File: src/rtl/led_pattern_counter_if.sv
// rtl/led_pattern_counter_if.sv - control/display bundle for led_pattern_counter
//
// Purpose : groups the run/clear/mode controls and the registered display
//           outputs of led_pattern_counter into one port.
// Signals : clr      - synchronous clear, active high
//           en       - run (1) / pause (0)
//           mode     - 00 up, 01 down, 10 bounce, 11 ring
//           led_out  - registered display value, WIDTH bits
//           tick     - one-cycle pulse on each advance
//           wrap     - one-cycle pulse on sequence wrap (only with tick)
// Modports: master drives the controls and watches the display,
//           slave is the counter itself.

interface led_pattern_counter_if #(
  parameter int WIDTH = 8
) ();

  logic             clr;
  logic             en;
  logic [1:0]       mode;
  logic [WIDTH-1:0] led_out;
  logic             tick;
  logic             wrap;

  modport master (
    output clr,
    output en,
    output mode,
    input  led_out,
    input  tick,
    input  wrap
  );

  modport slave (
    input  clr,
    input  en,
    input  mode,
    output led_out,
    output tick,
    output wrap
  );

endinterface

File: src/rtl/led_pattern_counter.sv
// rtl/led_pattern_counter.sv - tick-paced LED counter with up/down/bounce/ring modes
//
// Purpose : a prescaler divides clk_i by DIV = CLK_FREQ/TICK_HZ; every DIV
//           enabled cycles the display value advances according to MODE.
//           A clear or a change of MODE reloads the start value of the new
//           mode and restarts the prescaler; the reload beats a coinciding
//           advance.
// Ports   : clk_i    - system clock, rising edge
//           rst_n_i  - asynchronous active-low reset
//           bus      - led_pattern_counter_if.slave (clr, en, mode in;
//                      led_out, tick, wrap out, all registered)
// Params  : CLK_FREQ (Hz), TICK_HZ (Hz), DIV legal 2..2^24;
//           WIDTH legal 2..16.
// Macro   : LED_COUNTER_GRAY_EN - when defined, led_out shows the Gray code
//           of the count in up, down and bounce modes; ring mode, tick and
//           wrap are unaffected. Undefined: led_out is the count itself.

module led_pattern_counter #(
  parameter int CLK_FREQ = 12_000_000,
  parameter int TICK_HZ  = 1,
  parameter int WIDTH    = 8
) (
  input  logic                 clk_i,
  input  logic                 rst_n_i,
  led_pattern_counter_if.slave bus
);

  localparam int DIV = CLK_FREQ / TICK_HZ;
  localparam int PW  = $clog2(DIV);

  localparam logic [PW-1:0]    PCNT_LAST = PW'(DIV - 1);
  localparam logic [WIDTH-1:0] CNT_MAX   = {WIDTH{1'b1}};
  localparam logic [WIDTH-1:0] CNT_ONE   = WIDTH'(1);

  // Count modes, kept as plain constants so the encoding matches the pins.
  localparam logic [1:0] MODE_UP     = 2'b00;
  localparam logic [1:0] MODE_DOWN   = 2'b01;
  localparam logic [1:0] MODE_BOUNCE = 2'b10;
  localparam logic [1:0] MODE_RING   = 2'b11;

  logic [PW-1:0]    pcnt_q, pcnt_d;
  logic [WIDTH-1:0] cnt_q,  cnt_d;
  logic             dir_q,  dir_d;   // bounce direction, 0 = up
  logic [1:0]       mode_q, mode_d;
  logic             tick_q, tick_d;
  logic             wrap_q, wrap_d;

  logic             reload;
  logic             cnt_onehot;

  function automatic logic [WIDTH-1:0] start_value(input logic [1:0] m);
    case (m)
      MODE_DOWN: start_value = CNT_MAX;
      MODE_RING: start_value = CNT_ONE;
      default:   start_value = '0;
    endcase
  endfunction

  // A clear and a mode change are the same operation: both restart the
  // sequence from the start value of the mode presented on the pins.
  assign reload = bus.clr || (bus.mode != mode_q);

  // Ring mode only rotates a single lit bit; anything else is repaired.
  assign cnt_onehot = (cnt_q != '0) && ((cnt_q & (cnt_q - CNT_ONE)) == '0);

  always_comb begin
    pcnt_d = pcnt_q;
    cnt_d  = cnt_q;
    dir_d  = dir_q;
    mode_d = mode_q;
    tick_d = 1'b0;
    wrap_d = 1'b0;

    if (reload) begin
      pcnt_d = '0;
      cnt_d  = start_value(bus.mode);
      dir_d  = 1'b0;
      mode_d = bus.mode;
    end else if (bus.en) begin
      if (pcnt_q == PCNT_LAST) begin
        pcnt_d = '0;
        tick_d = 1'b1;
        case (mode_q)
          MODE_UP: begin
            cnt_d  = cnt_q + CNT_ONE;
            wrap_d = (cnt_q == CNT_MAX);
          end
          MODE_DOWN: begin
            cnt_d  = cnt_q - CNT_ONE;
            wrap_d = (cnt_q == '0);
          end
          MODE_BOUNCE: begin
            // Direction turns on the tick that lands on an endpoint, so
            // neither endpoint is shown twice. A zero count always climbs,
            // which also keeps an inconsistent dir from underflowing.
            if ((cnt_q == '0) || (!dir_q && (cnt_q != CNT_MAX))) begin
              cnt_d = cnt_q + CNT_ONE;
              dir_d = (cnt_q == (CNT_MAX - CNT_ONE));
            end else begin
              cnt_d = cnt_q - CNT_ONE;
              dir_d = 1'b1;
              if (cnt_q == CNT_ONE) begin
                dir_d  = 1'b0;
                wrap_d = 1'b1;
              end
            end
          end
          default: begin
            if (cnt_onehot) begin
              cnt_d  = {cnt_q[WIDTH-2:0], cnt_q[WIDTH-1]};
              wrap_d = cnt_q[WIDTH-1];
            end else begin
              cnt_d  = CNT_ONE;
            end
          end
        endcase
      end else begin
        pcnt_d = pcnt_q + PW'(1);
      end
    end
  end

  always_ff @(posedge clk_i or negedge rst_n_i) begin
    if (!rst_n_i) begin
      pcnt_q <= '0;
      cnt_q  <= '0;
      dir_q  <= 1'b0;
      mode_q <= MODE_UP;
      tick_q <= 1'b0;
      wrap_q <= 1'b0;
    end else begin
      pcnt_q <= pcnt_d;
      cnt_q  <= cnt_d;
      dir_q  <= dir_d;
      mode_q <= mode_d;
      tick_q <= tick_d;
      wrap_q <= wrap_d;
    end
  end

  assign bus.tick = tick_q;
  assign bus.wrap = wrap_q;

`ifdef LED_COUNTER_GRAY_EN
  // The display is encoded from the next count so it changes on the same
  // edge as cnt; mode_d selects the encoding so a reload into or out of
  // ring mode shows the right form immediately.
  logic [WIDTH-1:0] led_q, led_d;

  always_comb begin
    led_d = cnt_d;
    if (mode_d != MODE_RING) begin
      led_d = cnt_d ^ (cnt_d >> 1);
    end
  end

  always_ff @(posedge clk_i or negedge rst_n_i) begin
    if (!rst_n_i) begin
      led_q <= '0;
    end else begin
      led_q <= led_d;
    end
  end

  assign bus.led_out = led_q;
`else
  assign bus.led_out = cnt_q;
`endif

endmodule
File: src/flat_wrapper.sv
// flat-port wrapper written by rule: the top's interface ports become plain ports
module led_pattern_counter_flat 
#(
  parameter int CLK_FREQ = 12_000_000,
  parameter int TICK_HZ  = 1,
  parameter int WIDTH    = 8
)
  (clk_i, rst_n_i, bus_clr, bus_en, bus_mode, bus_led_out, bus_tick, bus_wrap);
  led_pattern_counter_if #(.WIDTH(WIDTH)) bus_i ();
  input  logic clk_i;
  input  logic rst_n_i;
  input wire logic [$bits(bus_i.clr)-1:0] bus_clr;
  input wire logic [$bits(bus_i.en)-1:0] bus_en;
  input wire logic [$bits(bus_i.mode)-1:0] bus_mode;
  output wire logic [$bits(bus_i.led_out)-1:0] bus_led_out;
  output wire logic [$bits(bus_i.tick)-1:0] bus_tick;
  output wire logic [$bits(bus_i.wrap)-1:0] bus_wrap;
  assign bus_i.clr = bus_clr;
  assign bus_i.en = bus_en;
  assign bus_i.mode = bus_mode;
  assign bus_led_out = bus_i.led_out;
  assign bus_tick = bus_i.tick;
  assign bus_wrap = bus_i.wrap;
  led_pattern_counter #(.CLK_FREQ(CLK_FREQ), .TICK_HZ(TICK_HZ), .WIDTH(WIDTH)) u_core (.clk_i(clk_i), .rst_n_i(rst_n_i), .bus(bus_i));
endmodule
File: config.mk
export PLATFORM = sky130hd
export DESIGN_NAME = led_pattern_counter_flat
export DESIGN_NICKNAME = d
export VERILOG_FILES = /design/src/rtl/led_pattern_counter_if.sv /design/src/rtl/led_pattern_counter.sv /design/src/flat_wrapper.sv
export SDC_FILE = /design/constraint.sdc
export NUM_CORES = 1
export LEC_CHECK = 0
export ABC_AREA = 1
export CAP_MARGIN = 0
export CELL_PAD_IN_SITES_DETAIL_PLACEMENT = 1
export CELL_PAD_IN_SITES_GLOBAL_PLACEMENT = 1
export CORE_UTILIZATION = 44
export CTS_CLUSTER_SIZE = 30
export DETAILED_ROUTE_END_ITERATION = 10
export PLACE_DENSITY_LB_ADDON = 0.1
export REMOVE_ABC_BUFFERS = 1
export SETUP_SLACK_MARGIN = 0.2
export SLEW_MARGIN = 20
export SYNTH_ARGS = -nofsm -noshare
export SYNTH_HDL_FRONTEND = slang
export SYNTH_SLANG_ARGS = --single-unit
File: constraint.sdc
create_clock -name clk_i -period 2.5 [get_ports clk_i]
set_input_delay 0.625 -clock clk_i [delete_from_list [all_inputs] [get_ports clk_i]]
set_output_delay 0.625 -clock clk_i [all_outputs]
set_load 0.05 [all_outputs]
==> results of run 1 <==
==> synth_stat cells (2+ instances only) <==
cell type | instances | share of area [%]
inv_2 | 3 | 0.39
o21ai_1 | 3 | 0.52
nor2_1 | 54 | 7.0
nand3_1 | 39 | 6.7
dfrtp_1 | 37 | 32
nor2_4 | 3 | 1.2
nor3_1 | 11 | 1.9
xor2_1 | 14 | 4.2
nand2_1 | 98 | 13
nor3_2 | 3 | 1.0
nand2_2 | 5 | 1.1
inv_1 | 52 | 6.7
ha_1 | 11 | 4.7
a21oi_2 | 2 | 0.60
or2_2 | 2 | 0.43
nand3b_1 | 2 | 0.52
buf_6 | 2 | 0.78
o21ai_0 | 18 | 3.1
clkbuf_1 | 2 | 0.26
nand2_8 | 2 | 1.4
nor2_2 | 3 | 0.65
o22ai_1 | 2 | 0.43
nand4_1 | 13 | 2.8
buf_2 | 2 | 0.34
a21oi_1 | 15 | 2.6
==> state kept, by name, summed over array words and instances, names as in the netlist <==
name                count
u_core.dir_q            1
u_core.bus.tick         1
u_core.bus.led_out      8
u_core.pcnt_q          24
u_core.bus.wrap         1
u_core.mode_q           2
==> cells by family after synthesis <==
group / count (synthesis) / synth area share [%]
and+or+nand+nor: 241 / 39.6
AOI/OAI and AO/OA: 44 / 8.50
muxes: 1 / 0.345
xor gates and xnor gates: 15 / 4.53
adders and majority gates: 11 / 4.74
DFF: 37 / 31.9
buffers and inverters: 67 / 10.3
==> what timing repair did <==
item                                    4_1_cts  5_1_grt
endpoints found under the setup margin        9       11
gates resized for setup                       4       12
setup buffers                                 0        5
pin swaps                                     0        2
==> worst paths after layout <==
path | slack, ps | endpoint | depth (start not counted) | start
max reg2reg | 380 | u_core.bus.led_out[1] | 14 | u_core.bus.led_out[2]
min in group clk_i | 510 | u_core.dir_q | 2 | u_core.dir_q
min reg2reg | 510 | u_core.dir_q | 2 | u_core.dir_q
min | 440 | u_core.pcnt_q[21] | 1 | rst_n_i
max | 270 | bus_led_out[7] | 1 | u_core.bus.led_out[7]
max in group asynchronous | 1450 | u_core.bus.led_out[2] | 1 | rst_n_i
==> area by class of cell <==
class / count / area (um^2)
fill: 832 / 3080
multi-input combinational: 312 / 1690
sequential: 37 / 930
inverter: 58 / 228
timing repair buffer: 25 / 221
clock buffer: 7 / 96.3
tap: 77 / 96.3
clock inverter: 1 / 5.00
==> per-layer routing <==
| metal | wire length [um] | vias up |
|---|---|---|
| met2 | 3730 | 50 |
| met1 | 4580 | 1391 |
| met3 | 363 | 7 |
| li1 | - | 1382 |
| met5 | 0 | - |
| met4 | 78 | 0 |
==> power groups by stage <==
stage	clock network (mW)	registers (mW)	logic [mW]
floorplan	0	0.740	0.222
finish	0.476	0.671	0.477
global placement	0	0.682	0.438
global route	0.510	0.675	0.530
CTS	0.485	0.670	0.445
detailed placement	0	0.683	0.445
==> per-stage QoR <==
step,utilization [%],cells,total power [mW]
3_3_place_gp,48.9,504,1.12
5_1_grt,51.5,517,1.72
6_report,51.5,517,1.62
2_1_floorplan,-,407,0.961
4_1_cts,50.5,512,1.60
3_5_place_dp,48.9,504,1.13
==> metrics.txt, run 1 <==
sw frac=36.6%; Rel. slew slack=41.2%; global-route wire length before repair=14.6 mm; GRT Max-Usage Layer=met1; final setup TNS=0 ps; outcome=finished, final reports clean; clock network power share=29.3%; routability cong.=0.897; Logic pwr share=29.4%; port buffer count=15; PnR worst setup slack=267 ps; Pre-antenna DRT Iters=4; die height=83.2 um; CTS tree=yes; Worst path max stage delay=840 ps; dpl hpwl=6.69 mm; DRC=0; Synth cell types=43; Setup CP Type=register to output pin; crit path capture type=output pin; commonest cells after routing, fill and taps aside=nand2_1, inv_1, nor2_1; cell family with most CP delay=buffers and inverters; share of layout cells above drive strength 1=13.4%; H-Tree Depth=2; die width=83.2 um; Worst Tran Pin Value=882 ps; initial antenna violation count=0; min-delay worst type=input port to asynchronous set/reset pin; clock tree sinks=37; worst skew pair latency=300 ps; Pint=1.03 mW; largest net degree at the start of global routing=38; Final Cycle Share=89.3%; Setup WS pre-CTS=76.3 ps; vias post-DR=2830; placed cell area=3110 um^2; Post-Syn Instances=416; CTS buffer count=5; post-synthesis async set-or-reset flop share=100%; sequential fraction of the synthesis area=31.9%; minimum clock period=2230 ps; clock root cell=clkbuf_8; Final Max Slew Viols=0; syn avg cell area=6.97 um^2; RSZ-0062 raised after global routing=yes; # diodes=0; pwr/cell area=496 nW/um^2; most common cell after layout, fill and taps aside=nand2_1; total number of yosys warnings=0; P_sw=594 uW; flops & latches, synth=37; CP Launch Type=register; crit path max fanout=6; count of final setup violators=0; Vias/cell=5.47; CP max stage cell=clkdlybuf4s50_1; leak pwr=1.49 nW; met2 Track Usage GR=39.5%; DIE AREA=6920 um^2; CP required=1880 ps; row count=29; Final #Nets=456; CTS Hold Buffers Added=0; Worst Path Buf+Inv=1; met1 GRT Util=40.8%; Peak Freq=0.448 GHz; DR iter-0 viols=204; max-cap viol count=0; Final Skew=6.47 ps; sequential share of power=41.3%; Final Hold Viols=0; Post-synth EDFFs=0; grt met3 use=4.08%; vias in the first global route=2880; overall routing resource usage=26.8%; Remaining Overflow, GRT=0; Hold Slack=436 ps; Area Overhead vs Synth=12.7%; Max Root-Sink Buffers=2; initial core utilization=45.7%; ANT nets after route=0; io pins=16; drt total wl=8.75 mm; Worst Path Arrival=1610 ps; clk slew on worst S/H paths=80 ps; drt wl/cell=16.9 um; Peak VDD IR=0.340 mV; crit-path cells=clkdlybuf4s50_1; Cell Area, Synth=2900 um^2; core area=6350 um^2; top_reg_cell synth=dfrtp_1; fin area=3270 um^2
No activity file was read; power rests on OpenSTA's default activity.
==> run 2, diff against run 1 <==
--- a/config.mk
+++ b/config.mk
@@ -17,2 +17,3 @@
 export SETUP_SLACK_MARGIN = 0.2
+export SKIP_CTS_REPAIR_TIMING = 1
 export SLEW_MARGIN = 20
@@ -21 +22,2 @@
 export SYNTH_SLANG_ARGS = --single-unit
+export TNS_END_PERCENT = 100
==> constraint.sdc (replaced) <==
create_clock -name clk_i -period 2.5 [get_ports clk_i]
set_input_delay 0.375 -clock clk_i [delete_from_list [all_inputs] [get_ports clk_i]]
set_output_delay 0.375 -clock clk_i [all_outputs]
set_load 0.05 [all_outputs]
==> metrics.txt, run 2 (synthesis results as in run 1) <==
largest net degree at the start of global routing=38; Logic pwr share=30.9%; DR iter-0 viols=178; die height=83.2 um; die width=83.2 um; met2 WL=3.57 mm; sequential share of power=42.1%; Max Root-Sink Buffers=2; Final Max Slew Viols=0; Pint=977 uW; initial core utilization=45.7%; max-cap viol count=0; Critical R2R Launch=u_core.bus.led_out[1]; Area Overhead vs Synth=11.3%; overall routing resource usage=25.9%; DIE AREA=6920 um^2; drt total wl=8.45 mm; DRC=0; Pre-antenna DRT Iters=4; most common cell after layout, fill and taps aside=nand2_1; PnR worst setup slack=326 ps; R2R Setup Slk=330 ps; Final Cycle Share=87.0%; Final Non-Filler Cells=515; count of final setup violators=0; core area=6350 um^2; CP Launch Type=register; Worst Path Arrival=2390 ps; ANT nets after route=0; fin area=3230 um^2; CTS buffer count=5; sw frac=37.6%; dpl hpwl=6.56 mm; worst skew pair latency=290 ps; global-route wire length before repair=14.4 mm; largest reg by FF count=u_core.pcnt_q; Peak Freq=0.460 GHz; # diodes=0; Largest register FFs=24; port buffer count=15; CP required=2720 ps; CTS tree=yes; fin util=50.9%; initial antenna violation count=0; outcome=finished, final reports clean; Rel. slew slack=41.2%; commonest cells after routing, fill and taps aside=nand2_1, inv_1, nor2_1; Final #Nets=454; placed cell area=3120 um^2; clock root cell=clkbuf_8; Worst Tran Pin Value=881 ps; drt wl/cell=16.4 um; clock tree sinks=37; row count=29; highest metal used=met4; Final Skew=6.15 ps; reg2reg path depth=15; vias in the first global route=2837; final setup TNS=0 ps; RSZ-0062 raised after global routing=no; Remaining Overflow, GRT=0; crit path max fanout=5; Setup WS pre-CTS=131 ps; share of layout cells above drive strength 1=12.3%; placed cells=505; clk slew on worst S/H paths=80 ps; worst reg2reg path endpoint=u_core.bus.led_out[2]; vias post-DR=2807; clock network power share=27.0%; P_sw=588 uW; io pins=16; Setup CP Type=register to register; min-delay worst type=input port to asynchronous set/reset pin; Vias/cell=5.45; Peak VDD IR=0.416 mV; WL met3=491 um; minimum clock period=2170 ps; pwr/cell area=485 nW/um^2; Overall Power=1.56 mW; routability cong.=0.894; crit path capture type=register; H-Tree Depth=2; leak pwr=1.44 nW; Hold Slack=200 ps; Final Hold Viols=0; met1 WL=4.37 mm
-- run 2: cell count changes in the layout (fill, tap and decap cells not counted), moves of 3 or more --
cell,delta
clkdlybuf4s50_1,+5
dfrtp_1,+3
dfrtp_2,-3
dlygate4sd2_1,-3
-- run 2: layout make-up --
cell class | count | area [um^2]
clock buffers | 6 | 72.6
clock inverters | 2 | 10.0
fillers | 838 | 3120
inverters | 58 | 228
multi-input cells | 312 | 1690
flip-flops and latches | 37 | 926
well taps | 77 | 96.3
repair buffers | 23 | 205
-- run 2: how the worst max path moves through the flow --
stage                                from                     to  slack (ps)
CTS                 u_core.bus.led_out[1]  u_core.bus.led_out[3]         240
global placement              bus_mode[0]       u_core.pcnt_q[8]         200
finish              u_core.bus.led_out[1]  u_core.bus.led_out[2]         330
detailed placement            bus_mode[0]  u_core.bus.led_out[1]         130
global route        u_core.bus.led_out[1]  u_core.bus.led_out[3]         170
floorplan           u_core.bus.led_out[0]  u_core.bus.led_out[3]         210
-- run 2: worst max-delay path: stages (launching register included) --
cell and delay (ps):
dfrtp_1 430, buf_4 170, nor2_2 110, nand4_1 130, nor2_1 110, nand2_1 60
ha_1 170, nor2_1 90, nand2_1 70, nor2_2 130, nand2_2 120, inv_2 100
nand2_1 70, a21oi_1 140, nand2_1 70, a21oi_1 120
-- run 2: power groups by stage --
stage          combinational, mW  sequential (mW)  clock (mW)
3_3_place_gp               0.459            0.670           0
5_1_grt                    0.537            0.662       0.455
6_report                   0.483            0.659       0.423
2_1_floorplan              0.222            0.740           0
4_1_cts                    0.469            0.658       0.432
3_5_place_dp               0.466            0.671           0
-- run 2: layer usage --
layer / vias up / global-route usage [%]
met2: 72 / 38.3
met5: - / 0
met4: 0 / 3.13
li1: 1382 / -
met1: 1351 / 40.6
met3: 2 / 4.08
